### config.mk
export PLATFORM = sky130hd
export DESIGN_NAME = word_bus_sender
export DESIGN_NICKNAME = d
export VERILOG_FILES = /design/src/rtl/word_bus_sender.sv
export SDC_FILE = /design/constraint.sdc
export NUM_CORES = 1
export LEC_CHECK = 0
export CORE_MARGIN = 2
export CORE_UTILIZATION = 50
export CTS_BUF_LIST = sky130_fd_sc_hd__clkbuf_4 sky130_fd_sc_hd__clkbuf_8
export DETAILED_ROUTE_END_ITERATION = 12
export PLACE_DENSITY = 0.86
export SLEW_MARGIN = 10
export SYNTH_ARGS = -nofsm -noshare
export SYNTH_HDL_FRONTEND = slang
export SYNTH_SLANG_ARGS = --single-unit
### constraint.sdc
create_clock -name clock -period 3.6 [get_ports clock]
set_input_delay 0.72 -clock clock [delete_from_list [all_inputs] [get_ports clock]]
set_output_delay 0.72 -clock clock [all_outputs]
set_load 0.03 [all_outputs]
### src/rtl/word_bus_sender.sv
// Sends a captured 16-bit word as two byte transfers on an 8-bit bus, gated by request/grant.
// Outputs other than the grant-qualified strobes come straight from registers.
`default_nettype none

module word_bus_sender #(
  parameter int HIGH_FIRST = 1
) (
  input  logic        clock,
  input  logic        reset,
  input  logic        start,
  input  logic [15:0] wordIn,
  input  logic        busGrant,
  output logic        busRequest,
  output logic [7:0]  dataOut,
  output logic        setHigh,
  output logic        setLow,
  output logic        busy,
  output logic        done
);

  localparam logic HI_FIRST = (HIGH_FIRST != 0);

  typedef enum logic [1:0] {
    IDLE        = 2'd0,
    SEND_FIRST  = 2'd1,
    SEND_SECOND = 2'd2
  } state_e;

  state_e      state_q;
  logic [15:0] word_q;
  logic        req_q;
  logic [7:0]  data_q;
  logic        hi_phase_q;  // 1 while the byte on the bus is the high byte
  logic        done_q;

  always_ff @(posedge clock) begin
    if (!reset) begin
      state_q    <= IDLE;
      word_q     <= 16'h0000;
      req_q      <= 1'b0;
      data_q     <= 8'h00;
      hi_phase_q <= 1'b0;
      done_q     <= 1'b0;
    end else begin
      done_q <= 1'b0;
      case (state_q)
        IDLE: begin
          if (start) begin
            state_q    <= SEND_FIRST;
            word_q     <= wordIn;
            req_q      <= 1'b1;
            data_q     <= HI_FIRST ? wordIn[15:8] : wordIn[7:0];
            hi_phase_q <= HI_FIRST;
          end
        end
        SEND_FIRST: begin
          if (busGrant) begin
            state_q    <= SEND_SECOND;
            data_q     <= HI_FIRST ? word_q[7:0] : word_q[15:8];
            hi_phase_q <= ~HI_FIRST;
          end
        end
        SEND_SECOND: begin
          if (busGrant) begin
            state_q    <= IDLE;
            req_q      <= 1'b0;
            data_q     <= 8'h00;
            hi_phase_q <= 1'b0;
            done_q     <= 1'b1;
          end
        end
        default: begin
          state_q    <= IDLE;
          req_q      <= 1'b0;
          data_q     <= 8'h00;
          hi_phase_q <= 1'b0;
        end
      endcase
    end
  end

  // Strobes track the grant within the cycle so the receiver loads on the advancing edge.
  assign setHigh    = req_q & hi_phase_q & busGrant;
  assign setLow     = req_q & ~hi_phase_q & busGrant;
  assign busRequest = req_q;
  assign busy       = req_q;
  assign dataOut    = data_q;
  assign done       = done_q;

endmodule

`default_nettype wire
==> results.ini <==
[synthesis]
synth_top_family_by_area=compound AO/OA/AOI/OAI gates
yosysSeqAreaShare_pct=41.95
synth.top_cell.area_share_pct=41.95
yosys.area_share.xor_xnor_pct=0
synthTopCellsByArea=dfxtp_1 42%, nand3_1 8.0%, o211a_1 8.0%
synth_mux_area_share_pct=1.998
syn-num-nets=132
syn_avg_cell_area_um2=9.366
synth-edff-count=0
synth_cell_type_count=22
synth_top_area_cell=dfxtp_1
synth_most_common_cell=dfxtp_1
synthCells=107
syn_area_um2=1002
synthSimpleGateAreaFrac_pct=18.23
synthArstFlopShare_pct=0
synth_seq_cells=21
synthAdderAreaFrac_pct=6.242
ys.flop_type=dfxtp_1
ys_top_cells_by_count=21 x dfxtp_1, 16 x nand3_1, 14 x nand2_1
synth_compound_area_share_pct=24.72
ys_warn_count=0

[run_status]
outcome=completed

[clocking]
numClockSinks=21
numCtsBuffers=3
clockBufferDepth=2
cts_resized=0
cts.clk_slew.worst_paths_ns=0.11
h-tree-depth=1
root_buffer=clkbuf_4
cts_tree=built
hold_buffers=0
clock_latency_ns=0.30
postCtsSetupRepairBufs=0

[sta]
worstMarginPinSlew_ns=0.7332
setup-tns-final_ns=0
drv_slew=0
max_freq_mhz=355.8
max_slew_margin_pct=50.97
fin_crit_ns=2.810
period_share_pct=78.07
fin_hold_ws_ns=0.4823
hold_viol=0
rsz0062_at_grt=false
setup_viol=0
skew_ns=0.003674

[setup_path]
cp-end-kind=output port
crit_type=in2out
crit_required_ns=2.88
slowest_stage=clkdlybuf4s50_1
crit_top_cell=clkdlybuf4s50_1
start_kind=input pin
crit_family=buffers and inverters
cp_cell_sequence=clkdlybuf4s50_1 -> nand2_1 -> nor2_1 -> clkdlybuf4s50_1
critPathArrivalTime_ns=2.09
crit_fanout=6
cpPeakStageDelay_ns=0.68
crit_buf_inv=2

[power]
vdd_drop_max_mv=0.5587
p_per_area_nw_per_um2=720.5
p_leak_nw=0.6003

[place]
dp_cells=157
dp_hpwl_mm=1.625
placedInstanceArea_um2=1303
io_buffers=32
place.gp.congestion=0.7426

[finish]
fin_nets=160
stdcell_count=161
nFillCells=171
final_area_um2=1330
drive_gt1_share_pct=5.224
area_delta_synth_final_pct=32.71
ff_latch_area_um2=420.4
n_antenna_cell=0
multi_input_area_um2=513.0

[global_route]
antenna_found_initial=0
grt_pass1_wl_mm=3.774
grt_util_all_layers_pct=20.49
grt_max_degree=24
grt_pass1_vias=845
gr-total-overflow=0

[route]
drc_errors=0
routedWlPerCell_um=13.61
wl_mm=2.192
routed_via_density=5.329
drtAntennaViolNets=0
dr.first_iter.drc_count=17
drt-pass1-iter-count=4
vias=858

[die]
start_util_pct=52.15
io_pins=33
row_count=16
dieWidth_um=48.77
die_y_um=48.77
core_area_um2=1922
dieArea_um2=2379

[worst_hold_path]
min_path_type=reg2reg

[flow_run]
maxCapViolCount=0

## through the flow
| stage | utilization, % | setup slack (ns) | power [mW] |
|---|---|---|---|
| global placement | 67.77 | 0.8060 | 0.8386 |
| detailed placement | 67.77 | 0.7792 | 0.8535 |
| floorplan | - | 1.702 | 0.7125 |
| finish | 69.21 | 0.7896 | 0.9583 |
| CTS | 69.21 | 0.7699 | 0.9658 |
| global route | 69.21 | 0.6768 | 1.030 |
## cell type report
type | instances | share of cell area [%]
tap | 27 | 2.540
clock inverter | 1 | 0.3763
sequential | 21 | 31.61
clock buffer | 3 | 1.693
multi-input combinational | 73 | 38.57
timing repair buffer | 32 | 24.08
inverter | 4 | 1.129
## logic make-up after synthesis
kind of cell / after synthesis
fa+ha+maj: 5
buf+inv: 13
mux: 2
flops: 21
simple gates: 38
compound gates: 28
## registers in the layout, indices dropped and copies added, names as in the netlist
signal,cells
busRequest,1
dataOut,8
done,1
hi_phase_q,1
state_q,2
word_q,8
## layout by cell type (no fill, tap or decap)
| cell | netlist | routed |
|---|---|---|
| and2b_1 | 2 | 2 |
| a22oi_1 | 8 | 8 |
| a21boi_0 | 8 | 8 |
| and2_4 | 1 | 1 |
| clkbuf_4 | 0 | 3 |
| and3_1 | 2 | 2 |
| o211a_1 | 8 | 8 |
| mux2i_1 | 2 | 2 |
| o221a_2 | 1 | 1 |
| nand2b_1 | 1 | 1 |
| ha_1 | 5 | 5 |
| o31ai_1 | 1 | 1 |
| o311a_1 | 1 | 1 |
| nand2_1 | 14 | 14 |
| inv_1 | 4 | 4 |
| o21bai_4 | 1 | 1 |
| clkinv_2 | 0 | 1 |
| nand3_1 | 16 | 16 |
| clkdlybuf4s50_1 | 0 | 32 |
| dfxtp_1 | 21 | 21 |
| nor2_1 | 2 | 2 |
## path summary, 6_finish.rpt
path / startpoint / to / slack (ns) / cells after the start
hold / removal: word_q[5]$_SDFFE_PN0P_ / word_q[5]$_SDFFE_PN0P_ / 0.48 / 2
setup / recovery: busGrant / setLow / 0.79 / 4
hold reg to reg: word_q[5]$_SDFFE_PN0P_ / word_q[5]$_SDFFE_PN0P_ / 0.48 / 2
setup reg to reg: state_q[0]$_SDFFE_PN0P_ / dataOut[4]$_SDFFE_PN0P_ / 1.61 / 5
## worst reg2reg max path, stage by stage, from the launching register on
cell and delay [ns]:
dfxtp_1 0.37, inv_1 0.12, ha_1 0.60, nand2b_1 0.33, and2_4 0.27, o211a_1 0.21
## report_power, final
group          switching (mW)  internal, mW  total, mW
logic                   0.292         0.214      0.506
registers              0.0419         0.299      0.341
clock network          0.0694        0.0413      0.111
total                   0.403         0.555      0.958
## layer usage
metal,share of wire [%],up-vias,wire length (um),GRT usage [%]
met5,0,-,0,0
met4,0,0,0,5.714
met3,3.6,0,79,4.294
met2,53,21,1167,37.90
met1,43,404,945,23.67
li1,-,433,-,-
(Power assumes the default switching activity.)
